`config.mk`:
```
export PLATFORM = sky130hd
export DESIGN_NAME = aurora_rx_lane_init
export DESIGN_NICKNAME = d
export VERILOG_FILES = /design/src/rtl/aurora_rx_lane_init.sv
export SDC_FILE = /design/constraint.sdc
export NUM_CORES = 1
export LEC_CHECK = 0
export ABC_AREA = 0
export CORE_ASPECT_RATIO = 0.9
export CORE_MARGIN = 1.5
export CORE_UTILIZATION = 40
export CTS_BUF_LIST = sky130_fd_sc_hd__clkbuf_16
export DETAILED_ROUTE_END_ITERATION = 6
export GPL_ROUTABILITY_DRIVEN = 0
export PLACE_DENSITY_LB_ADDON = 0.05
export SYNTH_ARGS = -nofsm -noshare
export SYNTH_HDL_FRONTEND = slang
export SYNTH_SLANG_ARGS = --single-unit
```
`constraint.sdc`:
```
create_clock -name USER_CLK -period 6 [get_ports USER_CLK]
set_input_delay 0.6 -clock USER_CLK [delete_from_list [all_inputs] [get_ports USER_CLK]]
set_output_delay 0.6 -clock USER_CLK [all_outputs]
set_load 0.02 [all_outputs]
```
`src/rtl/aurora_rx_lane_init.sv`:
```
// Per-lane Aurora RX initialisation and error monitor.
// Sequences RX reset, comma alignment and polarity recovery for one lane.
// Once the lane is up, errored words are reported as soft errors and tracked
// in a leaky bucket that escalates to a hard error and lane re-initialisation.
module aurora_rx_lane_init #(
    parameter int RST_CYCLES    = 8,
    parameter int COMMA_TARGET  = 4,
    parameter int BAD_LIMIT     = 8,
    parameter int ALIGN_TIMEOUT = 65535,
    parameter int LEAK_PERIOD   = 256,
    parameter int ERR_LIMIT     = 15
) (
    input  logic        USER_CLK,
    input  logic        RESET,
    input  logic [15:0] RX_DATA,
    input  logic [1:0]  RX_CHAR_IS_K,
    input  logic [1:0]  RX_DISP_ERR,
    input  logic [1:0]  RX_NOT_IN_TABLE,
    input  logic        RX_BUF_ERR,
    input  logic        RX_REALIGN,
    input  logic        RESET_LISM,
    output logic        RX_RESET,
    output logic        ENMCOMMAALIGN,
    output logic        ENPCOMMAALIGN,
    output logic        RX_POLARITY,
    output logic        LANE_UP,
    output logic        SOFT_ERR,
    output logic        HARD_ERR
);

    // Each counter only needs to hold its terminal value minus one: the
    // transition fires on the cycle that would have reached the limit.
    localparam int RST_W   = ($clog2(RST_CYCLES)    < 1) ? 1 : $clog2(RST_CYCLES);
    localparam int COMMA_W = ($clog2(COMMA_TARGET)  < 1) ? 1 : $clog2(COMMA_TARGET);
    localparam int BAD_W   = ($clog2(BAD_LIMIT)     < 1) ? 1 : $clog2(BAD_LIMIT);
    localparam int TO_W    = ($clog2(ALIGN_TIMEOUT) < 1) ? 1 : $clog2(ALIGN_TIMEOUT);
    localparam int LEAK_W  = ($clog2(LEAK_PERIOD)   < 1) ? 1 : $clog2(LEAK_PERIOD);

    localparam logic [RST_W-1:0]   RST_LAST   = RST_W'(RST_CYCLES - 1);
    localparam logic [COMMA_W-1:0] COMMA_LAST = COMMA_W'(COMMA_TARGET - 1);
    localparam logic [BAD_W-1:0]   BAD_LAST   = BAD_W'(BAD_LIMIT - 1);
    localparam logic [TO_W-1:0]    TO_LAST    = TO_W'(ALIGN_TIMEOUT - 1);
    localparam logic [LEAK_W-1:0]  LEAK_LAST  = LEAK_W'(LEAK_PERIOD - 1);
    localparam logic [3:0]         ERR_LIM    = 4'(ERR_LIMIT);

    typedef enum logic [1:0] {
        ST_RST,
        ST_ALIGN,
        ST_READY
    } state_t;

    state_t             state, state_next;
    logic [RST_W-1:0]   rst_cnt, rst_cnt_next;
    logic [COMMA_W-1:0] comma_cnt, comma_next;
    logic [BAD_W-1:0]   bad_cnt, bad_next;
    logic [TO_W-1:0]    to_cnt, to_next;
    logic [LEAK_W-1:0]  leak_cnt, leak_next;
    logic [3:0]         bucket, bucket_next;
    logic               soft_next, hard_next, pol_toggle;

    logic err_word, comma_word, comma_hit, bad_hit, leak_wrap;
    logic unused_bits;

    assign err_word   = |(RX_DISP_ERR | RX_NOT_IN_TABLE);
    assign comma_word = RX_CHAR_IS_K[1] && (RX_DATA[15:8] == 8'hBC) && !err_word;
    assign comma_hit  = comma_word && !RX_REALIGN && (comma_cnt == COMMA_LAST);
    assign bad_hit    = err_word && (bad_cnt == BAD_LAST);
    assign leak_wrap  = (leak_cnt == LEAK_LAST);

    // Second byte and its K flag play no part in lane initialisation.
    assign unused_bits = ^{RX_DATA[7:0], RX_CHAR_IS_K[0]};

    // Next-state, counter and event decode.
    always_comb begin
        state_next   = state;
        rst_cnt_next = '0;
        comma_next   = '0;
        bad_next     = '0;
        to_next      = '0;
        leak_next    = '0;
        bucket_next  = '0;
        soft_next    = 1'b0;
        hard_next    = 1'b0;
        pol_toggle   = 1'b0;

        case (state)
            ST_RST: begin
                if (rst_cnt == RST_LAST) begin
                    state_next = ST_ALIGN;
                end else begin
                    rst_cnt_next = rst_cnt + 1'b1;
                end
            end

            ST_ALIGN: begin
                if (err_word || RX_REALIGN) begin
                    comma_next = '0;
                end else if (comma_word) begin
                    comma_next = comma_cnt + 1'b1;
                end else begin
                    comma_next = comma_cnt;
                end
                bad_next = err_word ? bad_cnt + 1'b1 : '0;
                to_next  = to_cnt + 1'b1;

                if (RESET_LISM) begin
                    state_next = ST_RST;
                end else if (comma_hit) begin
                    state_next = ST_READY;
                end else if (bad_hit) begin
                    pol_toggle = 1'b1;
                    state_next = ST_RST;
                end else if (to_cnt == TO_LAST) begin
                    state_next = ST_RST;
                end
            end

            ST_READY: begin
                soft_next = err_word;
                leak_next = leak_wrap ? '0 : leak_cnt + 1'b1;

                // A leak tick and a new error cancel each other out.
                if (err_word && leak_wrap) begin
                    bucket_next = bucket;
                end else if (err_word) begin
                    bucket_next = (bucket == 4'hF) ? bucket : bucket + 1'b1;
                end else if (leak_wrap) begin
                    bucket_next = (bucket == 4'h0) ? bucket : bucket - 1'b1;
                end else begin
                    bucket_next = bucket;
                end

                if (RESET_LISM) begin
                    state_next = ST_RST;
                end else if (RX_BUF_ERR || (bucket_next >= ERR_LIM)) begin
                    hard_next  = 1'b1;
                    state_next = ST_RST;
                end
            end

            default: state_next = ST_RST;
        endcase

        // Per-state counters only survive while the FSM stays in that state.
        if (state_next != ST_ALIGN) begin
            comma_next = '0;
            bad_next   = '0;
            to_next    = '0;
        end
        if (state_next != ST_READY) begin
            leak_next   = '0;
            bucket_next = '0;
        end
    end

    // State and counter registers.
    always_ff @(posedge USER_CLK) begin
        if (RESET) begin
            state     <= ST_RST;
            rst_cnt   <= '0;
            comma_cnt <= '0;
            bad_cnt   <= '0;
            to_cnt    <= '0;
            leak_cnt  <= '0;
            bucket    <= '0;
        end else begin
            state     <= state_next;
            rst_cnt   <= rst_cnt_next;
            comma_cnt <= comma_next;
            bad_cnt   <= bad_next;
            to_cnt    <= to_next;
            leak_cnt  <= leak_next;
            bucket    <= bucket_next;
        end
    end

    // Outputs are registered from the next state so they change with it.
    always_ff @(posedge USER_CLK) begin
        if (RESET) begin
            RX_RESET      <= 1'b1;
            ENMCOMMAALIGN <= 1'b0;
            ENPCOMMAALIGN <= 1'b0;
            RX_POLARITY   <= 1'b0;
            LANE_UP       <= 1'b0;
            SOFT_ERR      <= 1'b0;
            HARD_ERR      <= 1'b0;
        end else begin
            RX_RESET      <= (state_next == ST_RST);
            ENMCOMMAALIGN <= (state_next == ST_ALIGN);
            ENPCOMMAALIGN <= (state_next == ST_ALIGN);
            LANE_UP       <= (state_next == ST_READY);
            SOFT_ERR      <= soft_next;
            HARD_ERR      <= hard_next;
            if (pol_toggle) begin
                RX_POLARITY <= ~RX_POLARITY;
            end
        end
    end

endmodule

```
* Word-level counts from Yosys, hierarchy flattened
Index checks and enable logic that the tools add are counted.
** Cells by class
- Add/subtract/negate cells :: 7
- Magnitude comparators :: 1
- Equality and inequality tests :: 13
- Mux-type cells :: 19
- Bitwise operators :: 6
- Reductions and logical operators :: 22
** Operators with widths (count)
- 4-bit 2-to-1 mux :: 6
- 16-bit by 1-bit adder with 16-bit output, second input constant :: 1
- 16-bit == test, second input constant :: 1
- 8-bit == test, second input constant :: 2
- 2-bit 2-to-1 mux :: 7
- 3-bit OR reduction :: 4
- 4-bit OR reduction :: 3
- 8-bit by 1-bit adder with 8-bit output, second input constant :: 1
- 3-bit by 1-bit adder with 3-bit output, second input constant :: 2
- 2-bit == test, second input constant :: 3
- 3-bit == test, second input constant :: 2
- 1-bit logical AND :: 6
- 2-bit case mux with 3 select lines :: 1
- 1-bit 2-to-1 mux :: 5
- 1-bit inverter :: 5
- 4-bit by 1-bit adder with 4-bit output, second input constant :: 1
- 2-bit by 1-bit == test with 1-bit output, second input constant :: 2
- 4-bit == test, second input constant :: 1
- 4-bit >= comparator, second input constant :: 1
- 2-bit logical NOT :: 2
- 4-bit logical NOT :: 1
- 2-bit OR reduction :: 2
- 4-bit by 1-bit subtractor with 4-bit output, second input constant :: 1
- 2-bit by 1-bit adder with 2-bit output, second input constant :: 1
- other kinds (5) :: 7
** Storage, ports and cells
- Bits in registers :: 44
- Input port bits :: 27
- Output and inout bits :: 7
- Word-level logic and storage cells :: 81

* Logic depth before layout (Yosys ltp)
Gate-level depths: netlist of run 1.
- Word-level depth :: 13
- Mapped depth :: 8
- Depth with buffers taken out :: 7

* Least setup slack after synthesis of run 1
No wires, ideal clock.
- Kind :: input to register
- From :: in RX_NOT_IN_TABLE[0]
- To :: reg leak_cnt[3]
- Setup time :: 0.080 ns
- Arrival time :: 2.262 ns
- Required time :: 5.920 ns
- Path slack :: 3.658 ns
- Stages :: 7
- Buffers on the path :: 2
- Cell sequence :: or4_4 > buf_6 > nor4_4 > nor4_2 > o211a_1 > buf_6 > a211oi_2
** On the way
- Cells in the longest elaborated chain, start to end :: 12
- Elaborated cells between the ends (all ways) :: 21
- Classes of those cells :: 1 x order compare; 1 x eq/ne; 9 x mux; 1 x bitwise; 9 x reduce/logical
** RTL lines
- start: declaration :: RTL line 18 : input logic [1:0] RX_NOT_IN_TABLE,
- 2-bit OR * :: RTL line 64 : assign err_word = |(RX_DISP_ERR | RX_NOT_IN_TABLE);
- 2-bit OR reduction * :: RTL line 64
- 4-bit 2-to-1 mux or 1-bit logical AND (tied branches) :: RTL line 125, 123
- 4-bit 2-to-1 mux :: RTL line 123 : if (err_word && leak_wrap) begin
- 4-bit 2-to-1 mux :: RTL line 86 : case (state)
- 4-bit >= comparator :: RTL line 135 : end else if (RX_BUF_ERR || (bucket_next >= ERR_LIM)) begin
- 1-bit logical OR :: RTL line 135
- 2-bit 2-to-1 mux :: RTL line 135
- 2-bit 2-to-1 mux :: RTL line 133 : if (RESET_LISM) begin
- 2-bit case mux with 3 select lines * :: RTL line 86
- 2-bit inequality test * :: RTL line 150 : if (state_next != ST_READY) begin
- 4-bit OR reduction (no line) *
- end signal: assignment :: RTL line 172 : leak_cnt <= leak_next;
- end: declaration :: RTL line 57 : logic [LEAK_W-1:0] leak_cnt, leak_next;
Every way passes the cells marked *; elsewhere a longest branch is shown, timed or not. The select of a mux whose other input is x is not followed.
A chain may end at the register's enable or synchronous reset.

* Worst setup path after layout of run 1
- From :: in RX_NOT_IN_TABLE[0]
- To :: reg bucket[2]
** On the way
- Cells in the longest elaborated chain, start to end :: 12
- Elaborated cells between the ends (all ways) :: 21
- Classes of those cells :: 1 x order compare; 1 x eq/ne; 9 x mux; 1 x bitwise; 9 x reduce/logical
** RTL lines
- 2-bit OR * :: RTL line 64
- 2-bit OR reduction * :: RTL line 64
- 4-bit 2-to-1 mux or 1-bit logical AND (tied branches) :: RTL line 125, 123
- 4-bit 2-to-1 mux :: RTL line 123
- 4-bit 2-to-1 mux :: RTL line 86
- 4-bit >= comparator :: RTL line 135
- 1-bit logical OR :: RTL line 135
- 2-bit 2-to-1 mux :: RTL line 135
- 2-bit 2-to-1 mux :: RTL line 133
- 2-bit case mux with 3 select lines :: RTL line 86
- 2-bit inequality test :: RTL line 150
- 3-bit OR reduction (no line)
- end signal: assignment :: RTL line 173 : bucket <= bucket_next;
- end: declaration :: RTL line 58 : logic [3:0] bucket, bucket_next;
Marked as above.

==> reports/qor.log, run 1 <==
qor: run_status.run_status complete, no violations
qor: sta.whs 0.4214 ns
qor: setup_path.critPathMaxFanout 11
qor: logic_synthesis.synthesis.area_per_instance 9.265 sq um
qor: clock_tree.cts-buffers-inserted 5
qor: setup_path.timing.critical_path.cells clkdlybuf4s50_1, nor4_2, nor3_1, a22oi_1, o211a_1, a21oi_1
qor: power.irDropWorstVdd 115.7 uV
qor: sta.worst-slew-pin-transition 0.9013 ns
qor: sta.drv_slew 0
qor: sta.max_freq 0.3523 GHz
qor: logic_synthesis.synth_most_common_cell sky130_fd_sc_hd__dfxtp_1
qor: power.power_switching_share 0.2020
qor: global_route.grt_start_max_net_pins 22
qor: logic_synthesis.post_synth_xor_area_fraction 0.08984
qor: clock_tree.cts.clk_slew.worst_paths 0.06 ns
qor: hold_path.min_path_type register to register
qor: drt.wire_per_inst 13.32 um
qor: setup_path.timing_worst_setup_path_type input pin to register
qor: logic_synthesis.netlist_top_cells_area sky130_fd_sc_hd__dfxtp_1 (39%), sky130_fd_sc_hd__ha_1 (5.6%), sky130_fd_sc_hd__nor2_1 (5.4%), sky130_fd_sc_hd__xor2_1 (4.7%), sky130_fd_sc_hd__a211oi_2 (4.5%)
qor: power.internal_power_summed_over_all_cells 460.7 uW
qor: setup_path.critPathCaptureType register
qor: clock_tree.clockRootBuffer sky130_fd_sc_hd__clkbuf_16
qor: die.initial_core_util 0.4216
qor: clock_tree.clock_insertion_delay_worst_skew 0.28 ns
qor: global_route.grt_usage 0.1605
qor: clock_tree.cts-hold-fix-buffers 0
qor: global_route.grt_antenna_before_repair 0
qor: sta.fin_skew 0.004836 ns
qor: global_route.routing_usage_on_met1 0.2553
qor: die.floorplan.die.height 74.03 um
qor: power.finalPower 577.3 uW
qor: drt.viasPerCell 5.316
qor: finish.n_antenna_cell 0
qor: die.fp.dieW 81.92 um
qor: logic_synthesis.synth_ff_type sky130_fd_sc_hd__dfxtp_1
qor: setup_path.worst_ep_required_time 6.14 ns
qor: logic_synthesis.mappedNetlistArea 2242 sq um
qor: logic_synthesis.syn-num-nets 279
qor: drt.num_vias 1765
qor: power.p_leak 0.9468 nW
qor: clock_tree.post_cts_resize_count 0
qor: logic_synthesis.asyncSetResetFlopFracSynth 0
qor: clock_tree.post_cts.repair.setup_buffers 0
qor: clock_tree.num_clock_sinks 44
qor: global_route.grt-ovfl-total 0
qor: logic_synthesis.synth-adder-area-share 0.05580
qor: finish.area_of_all_placed_cells_without_fillers 2645 sq um
qor: power.power.share.sequential 0.510
qor: die.floorplan.die_area 6064 sq um
qor: logic_synthesis.synth_sequential_area_ratio 0.3929
qor: clock_tree.cts_max_level 2
qor: drt.ant_nets 0
qor: sta.timing.max_slew.rel_slack 0.3941
qor: setup_path.cp-start-kind input pin
qor: logic_synthesis.yosysTopAreaCellShare 0.3929
qor: sta.setup_viol 0
qor: clock_tree.max-clock-path-buffers 2
qor: sta.finalWorstPathRequiredPeriod 2.838 ns
qor: logic_synthesis.netlist_instances 242
qor: logic_synthesis.count_of_yosys_warnings_during_synthesis 0
qor: drt.drt_wl_total 4421 um
qor: drt.initialDrtViolationCount 72
qor: finish.layout-drive-gt1-share 0.09434
qor: place.place.detailed.instances 324
qor: setup_path.crit_slowest_cell sky130_fd_sc_hd__nor4_2
qor: finish.fin_cells 332
qor: finish.final_core_util 0.4974
qor: clock_tree.cts_tree done
qor: power.power.combinational.fraction 0.036
qor: logic_synthesis.ys_types 48
qor: logic_synthesis.post_synthesis_compound_gate_area_fraction 0.1356
qor: place.port_buffers 24
qor: sta.rsz_0062_raised_after_global_routing false
qor: sta.setup_tns 0 ns
qor: logic_synthesis.number_of_synthesized_register_bits 44
qor: place.total_placed_instance_area 2501 sq um
qor: power.p_switching 116.6 uW
qor: drt.detail_route.first_pass.iterations 4
qor: die.placeableCoreArea 5318 sq um
qor: logic_synthesis.synth_top_family_by_area simple AND/OR/NAND/NOR gates
qor: sta.final_hold_viol_count 0
qor: finish.area_growth_syn_to_layout 17.97%
qor: sta.fin_crit_sh 0.4730
qor: power.ratio_of_total_power_to_cell_area 218.3 nW/um^2
qor: sta.layout_setup_ws 3.162 ns
qor: global_route.grt_first_pass_wirelength 7410 um
qor: logic_synthesis.post-synth-top-area-cell sky130_fd_sc_hd__dfxtp_1
qor: power.power.share.clock 0.454
qor: global_route.grt.met3_usage 0.03681
qor: flow_run.max_cap_violations 0
qor: logic_synthesis.synth_enable_flop_cells 0
qor: logic_synthesis.synth_simple_gate_area_frac 0.2840
qor: place.dp_hpwl 3287 um
qor: die.std_cell_rows 25
qor: drt.drc 0
qor: setup_path.cpPeakStageDelay 0.81 ns
qor: setup_path.timing.critical_path.arrival 2.98 ns
qor: global_route.global_route.peak_usage_layer met1
qor: logic_synthesis.yosys-mux-area-fraction 0.004464
qor: finish.num-nets-final 301
qor: global_route.first_global_vias 1532
qor: logic_synthesis.netlist_top_cells_count sky130_fd_sc_hd__dfxtp_1 (44), sky130_fd_sc_hd__nor2_1 (32), sky130_fd_sc_hd__nand2_1 (15)
qor: die.top_level_ports 34
qor: global_route.global_route.usage.met2 0.2086
qor: place.placement.setup.worst_slack 2.861 ns
[flip-flops by register name (all words and copies together) (netlist names), 2 cells and up]
register / cells
to_cnt: 16
leak_cnt: 8
bucket: 4
bad_cnt: 3
rst_cnt: 3
comma_cnt: 2
state: 2
[worst paths after layout]
check	to	slack (ns)	depth (start not counted)	from
min reg2reg	rst_cnt[0]	0.42	1	rst_cnt[0]
max reg2reg	bucket[3]	3.56	6	leak_cnt[0]
min	rst_cnt[0]	0.42	1	rst_cnt[0]
max	bucket[2]	3.16	6	RX_NOT_IN_TABLE[0]
[power groups by stage]
stage	registers [mW]	logic, mW	clock network, mW
after floorplan	0.301	0.00677	0
after global placement	0.301	0.0206	0
after detailed placement	0.301	0.0207	0
after CTS	0.295	0.0208	0.272
after global routing	0.295	0.0235	0.286
final	0.295	0.0207	0.262
[placed cells by master, fill, tap and decap left out, types with 4 or more instances in the layout]
cell / n
sky130_fd_sc_hd__and2_1: 4
sky130_fd_sc_hd__inv_1: 5
sky130_fd_sc_hd__nand4_1: 9
sky130_fd_sc_hd__xnor2_1: 11
sky130_fd_sc_hd__nor2_1: 32
sky130_fd_sc_hd__dfxtp_1: 44
sky130_fd_sc_hd__o21ai_0: 4
sky130_fd_sc_hd__xor2_1: 12
sky130_fd_sc_hd__nor4_1: 4
sky130_fd_sc_hd__a21o_1: 4
sky130_fd_sc_hd__nor3b_1: 4
sky130_fd_sc_hd__nor3_1: 7
sky130_fd_sc_hd__a21oi_1: 5
sky130_fd_sc_hd__and3_1: 5
sky130_fd_sc_hd__ha_1: 10
sky130_fd_sc_hd__clkbuf_16: 5
sky130_fd_sc_hd__clkdlybuf4s50_1: 24
sky130_fd_sc_hd__nand3_1: 11
sky130_fd_sc_hd__a211oi_2: 8
sky130_fd_sc_hd__nand2_1: 15
[layout make-up]
| cell class | instances | area [sq um] |
|---|---|---|
| well taps | 67 | 83.83 |
| fillers | 547 | 2673 |
| clock buffers | 5 | 125.1 |
| multi-input cells | 184 | 1277 |
| repair buffers | 24 | 240.2 |
| flip-flops and latches | 44 | 880.8 |
| inverters | 5 | 18.77 |
| clock inverters | 3 | 18.77 |
[worst max-delay path, delay by kind of cell]
kind,cells,cell delay (ns)
AO/OA/AOI/OAI,3,1.03
buffers and inverters,1,0.43
AND/OR/NAND/NOR,2,0.92
[logic make-up (layout without fill, tap and decap cells)]
kind of cell             Yosys count  after routing
adder cells (fa/ha/maj)           10             10
multiplexers                       1              1
AND/OR/NAND/NOR                  113            113
XOR/XNOR                          23             23
flip-flops                        44             44
AO/OA/AOI/OAI                     37             37
buffers and inverters             14             37
[routing by layer]
| layer | share of wire | up-vias |
|---|---|---|
| met2 | 0.40 | 40 |
| met1 | 0.55 | 806 |
| li1 | - | 917 |
| met4 | 0.0018 | 0 |
| met3 | 0.044 | 2 |
| met5 | 0 | - |
Power figures use the tool's default switching activity.
==> run 2, diff against run 1 <==
Clock period 6 ns to 2.6 ns, I/O delays scaled along.
==> reports/qor.log, run 2 (synthesized netlist as in run 1, its figures left out) <==
qor: setup_path.critPathMaxFanout 12 [+1]
qor: power.power.combinational.fraction 0.033 [-0.003]
qor: finish.layout.filler_cells 517 [-5.5%]
qor: hold_path.holdCritStartpoint rst_cnt[0]
qor: sta.timing.max_slew.rel_slack 0.5976 [+0.2035]
qor: clock_tree.num_clock_sinks 44 [unchanged]
qor: flow_run.max_cap_violations 0 [unchanged]
qor: power.p_switching 288.5 uW [+150%]
qor: die.floorplan.die_area 6064 sq um [unchanged]
qor: die.floorplan.die.height 74.03 um [unchanged]
qor: clock_tree.cts-hold-fix-buffers 0 [unchanged]
qor: die.std_cell_rows 25 [unchanged]
qor: drt.ant_nets 0 [unchanged]
qor: power.finalPower 1.455 mW [+150%]
qor: finish.area_of_all_placed_cells_without_fillers 2758 sq um [+4.3%]
qor: sta.fin_skew 0.005756 ns [+0.0009195 ns]
qor: setup_path.crit-reg2reg-capture bucket[0]
qor: finish.layout-drive-gt1-share 0.1209 [+0.02654]
qor: global_route.grt_usage 0.1660 [+0.005489]
qor: drt.drt_wl_total 4450 um [+0.66%]
qor: clock_tree.clock_insertion_delay_worst_skew 0.29 ns [about the same]
qor: drt.initialDrtViolationCount 56 [-22%]
qor: sta.setup_viol 0 [unchanged]
qor: finish.area_growth_syn_to_layout 22.99%
qor: global_route.grt_first_pass_wirelength 7638 um [+3.1%]
qor: sta.final_hold_viol_count 0 [unchanged]
qor: hold_path.min_to rst_cnt[0]
qor: setup_path.cp-start-kind register
qor: place.placement.setup.worst_slack 0.08958 ns [-2.771 ns]
qor: die.initial_core_util 0.4216 [unchanged]
qor: drt.viasPerCell 5.318 [about the same]
qor: power.power.share.clock 0.500 [+0.046]
qor: finish.num-nets-final 309 [+2.7%]
qor: sta.rsz_0062_raised_after_global_routing false
qor: sta.drv_slew 0 [unchanged]
qor: setup_path.timing_worst_setup_path_type register to register
qor: clock_tree.clockRootBuffer sky130_fd_sc_hd__clkbuf_16
qor: setup_path.regToRegSetupSlack 0.31 ns [-3.25 ns]
qor: finish.reg.largest.list to_cnt x16, leak_cnt x8, bucket x4
qor: setup_path.timing.critical_path.arrival 2.45 ns [-0.53 ns]
qor: drt.detail_route.first_pass.iterations 4 [unchanged]
qor: hold_path.min_path_type register to register
qor: power.ratio_of_total_power_to_cell_area 527.7 nW/um^2 [+140%]
qor: power.p_leak 1.004 nW [+6.0%]
qor: clock_tree.cts-buffers-inserted 5 [unchanged]
qor: clock_tree.post_cts.repair.setup_buffers 0 [unchanged]
qor: global_route.grt-ovfl-total 0 [unchanged]
qor: die.placeableCoreArea 5318 sq um [unchanged]
qor: clock_tree.cts_max_level 2 [unchanged]
qor: place.port_buffers 24 [unchanged]
qor: clock_tree.cts.clk_slew.worst_paths 0.07 ns [about the same]
qor: finish.layout.cells.most_common sky130_fd_sc_hd__dfxtp_1
qor: sta.layout_setup_ws 0.3095 ns [-2.852 ns]
qor: sta.max_freq 0.4366 GHz
qor: die.top_level_ports 34 [unchanged]
qor: finish.largest_register_ff_count 16 [unchanged]
qor: power.power.share.sequential 0.467 [-0.043]
qor: run_status.run_status complete, no violations
qor: setup_path.critPathCaptureType register
qor: setup_path.worst_ep_required_time 2.76 ns [-3.38 ns]
qor: sta.worst-slew-pin-transition 0.5981 ns [-0.3033 ns]
qor: sta.setup_tns 0 ns [unchanged]
qor: finish.layout_common_cells sky130_fd_sc_hd__dfxtp_1 (44), sky130_fd_sc_hd__nor2_1 (32), sky130_fd_sc_hd__clkdlybuf4s50_1 (24)
qor: global_route.grt_start_max_net_pins 16 [-27%]
qor: die.fp.dieW 81.92 um [unchanged]
qor: setup_path.worst-r2r-cell-count 6 [unchanged]
qor: place.dp_hpwl 3332 um [+1.4%]
qor: clock_tree.cts_tree done
qor: global_route.first_global_vias 1594 [+4.0%]
qor: sta.fin_crit_sh 0.8810
qor: finish.registers.top_by_ff_count to_cnt
qor: hold_path.min_path_cells 1 [unchanged]
qor: finish.n_antenna_cell 0 [unchanged]
qor: sta.whs 0.4281 ns [+0.006726 ns]
qor: power.power_switching_share 0.1983 [-0.003743]
qor: clock_tree.post_cts_resize_count 0 [unchanged]
qor: sta.finalWorstPathRequiredPeriod 2.290 ns
qor: clock_tree.max-clock-path-buffers 2 [unchanged]
qor: power.irDropWorstVdd 306.2 uV [+160%]
qor: place.total_placed_instance_area 2586 sq um [+3.4%]
qor: power.internal_power_summed_over_all_cells 1.167 mW [+150%]
qor: global_route.grt_antenna_before_repair 0 [unchanged]
qor: drt.drc 0 [unchanged]
qor: setup_path.crit-reg2reg-launch leak_cnt[1]
qor: drt.num_vias 1808 [+2.4%]
qor: drt.wire_per_inst 13.09 um [-1.7%]
run 2: cell types whose count changed in the layout (fill, tap and decap cells not counted):
cell                         previous run  this run
sky130_fd_sc_hd__bufinv_16              0         1
sky130_fd_sc_hd__clkinvlp_4             0         1
sky130_fd_sc_hd__buf_4                  0         6
sky130_fd_sc_hd__inv_6                  0         1
sky130_fd_sc_hd__clkinv_4               1         0
sky130_fd_sc_hd__buf_12                 0         2
sky130_fd_sc_hd__clkinv_2               2         0
run 2: layout make-up:
| cell class | instances | area, sq um | share of cell area |
|---|---|---|---|
| flip-flops and latches | 44 | 880.8 | 0.3194 |
| well taps | 67 | 83.83 | 0.03040 |
| clock inverters | 3 | 46.29 | 0.01679 |
| repair buffers | 32 | 325.3 | 0.1180 |
| clock buffers | 5 | 125.1 | 0.04537 |
| inverters | 5 | 18.77 | 0.006806 |
| multi-input cells | 184 | 1277 | 0.4633 |
run 2: per-stage QoR:
step	std cells	util
6_report	340	0.5186
5_1_grt	340	0.5186
4_1_cts	340	0.5186
3_5_place_dp	332	0.4864
3_3_place_gp	332	0.4864
2_1_floorplan	242	-
run 2: worst max-delay path, stage by stage (launching register included):
cell and delay (ns):
sky130_fd_sc_hd__dfxtp_1 0.38, sky130_fd_sc_hd__ha_1 0.27, sky130_fd_sc_hd__nand3_1 0.27, sky130_fd_sc_hd__or4b_1 0.57, sky130_fd_sc_hd__a21oi_1 0.19, sky130_fd_sc_hd__or2_2 0.35, sky130_fd_sc_hd__a211oi_2 0.13
run 2: power groups by stage:
| stage | clock (mW) | sequential [mW] | combinational (mW) |
|---|---|---|---|
| 2_1_floorplan | 0 | 0.695 | 0.0156 |
| 3_3_place_gp | 0 | 0.695 | 0.0486 |
| 3_5_place_dp | 0 | 0.695 | 0.0487 |
| 4_1_cts | 0.744 | 0.680 | 0.0490 |
| 5_1_grt | 0.774 | 0.679 | 0.0547 |
| 6_report | 0.727 | 0.680 | 0.0484 |
run 2: worst max-delay path by stage:
stage / from / end / slack, ns / cells after the start
final: leak_cnt[1] / bucket[0] / 0.31 / 6
after detailed placement: RX_NOT_IN_TABLE[0] / comma_cnt[0] / 0.09 / 6
after global routing: leak_cnt[1] / bucket[0] / 0.12 / 6
after floorplan: leak_cnt[0] / bucket[0] / 0.52 / 7
after global placement: RX_NOT_IN_TABLE[0] / bucket[0] / 0.11 / 7
after CTS: leak_cnt[1] / bucket[0] / 0.28 / 6
run 2: metal layers:
layer	vias to the layer above	part of all wire	global-route usage
met5	-	0	0
met4	0	0.012	0.05085
met3	7	0.045	0.04540
met2	33	0.40	0.2268
met1	836	0.54	0.2504
li1	932	-	-
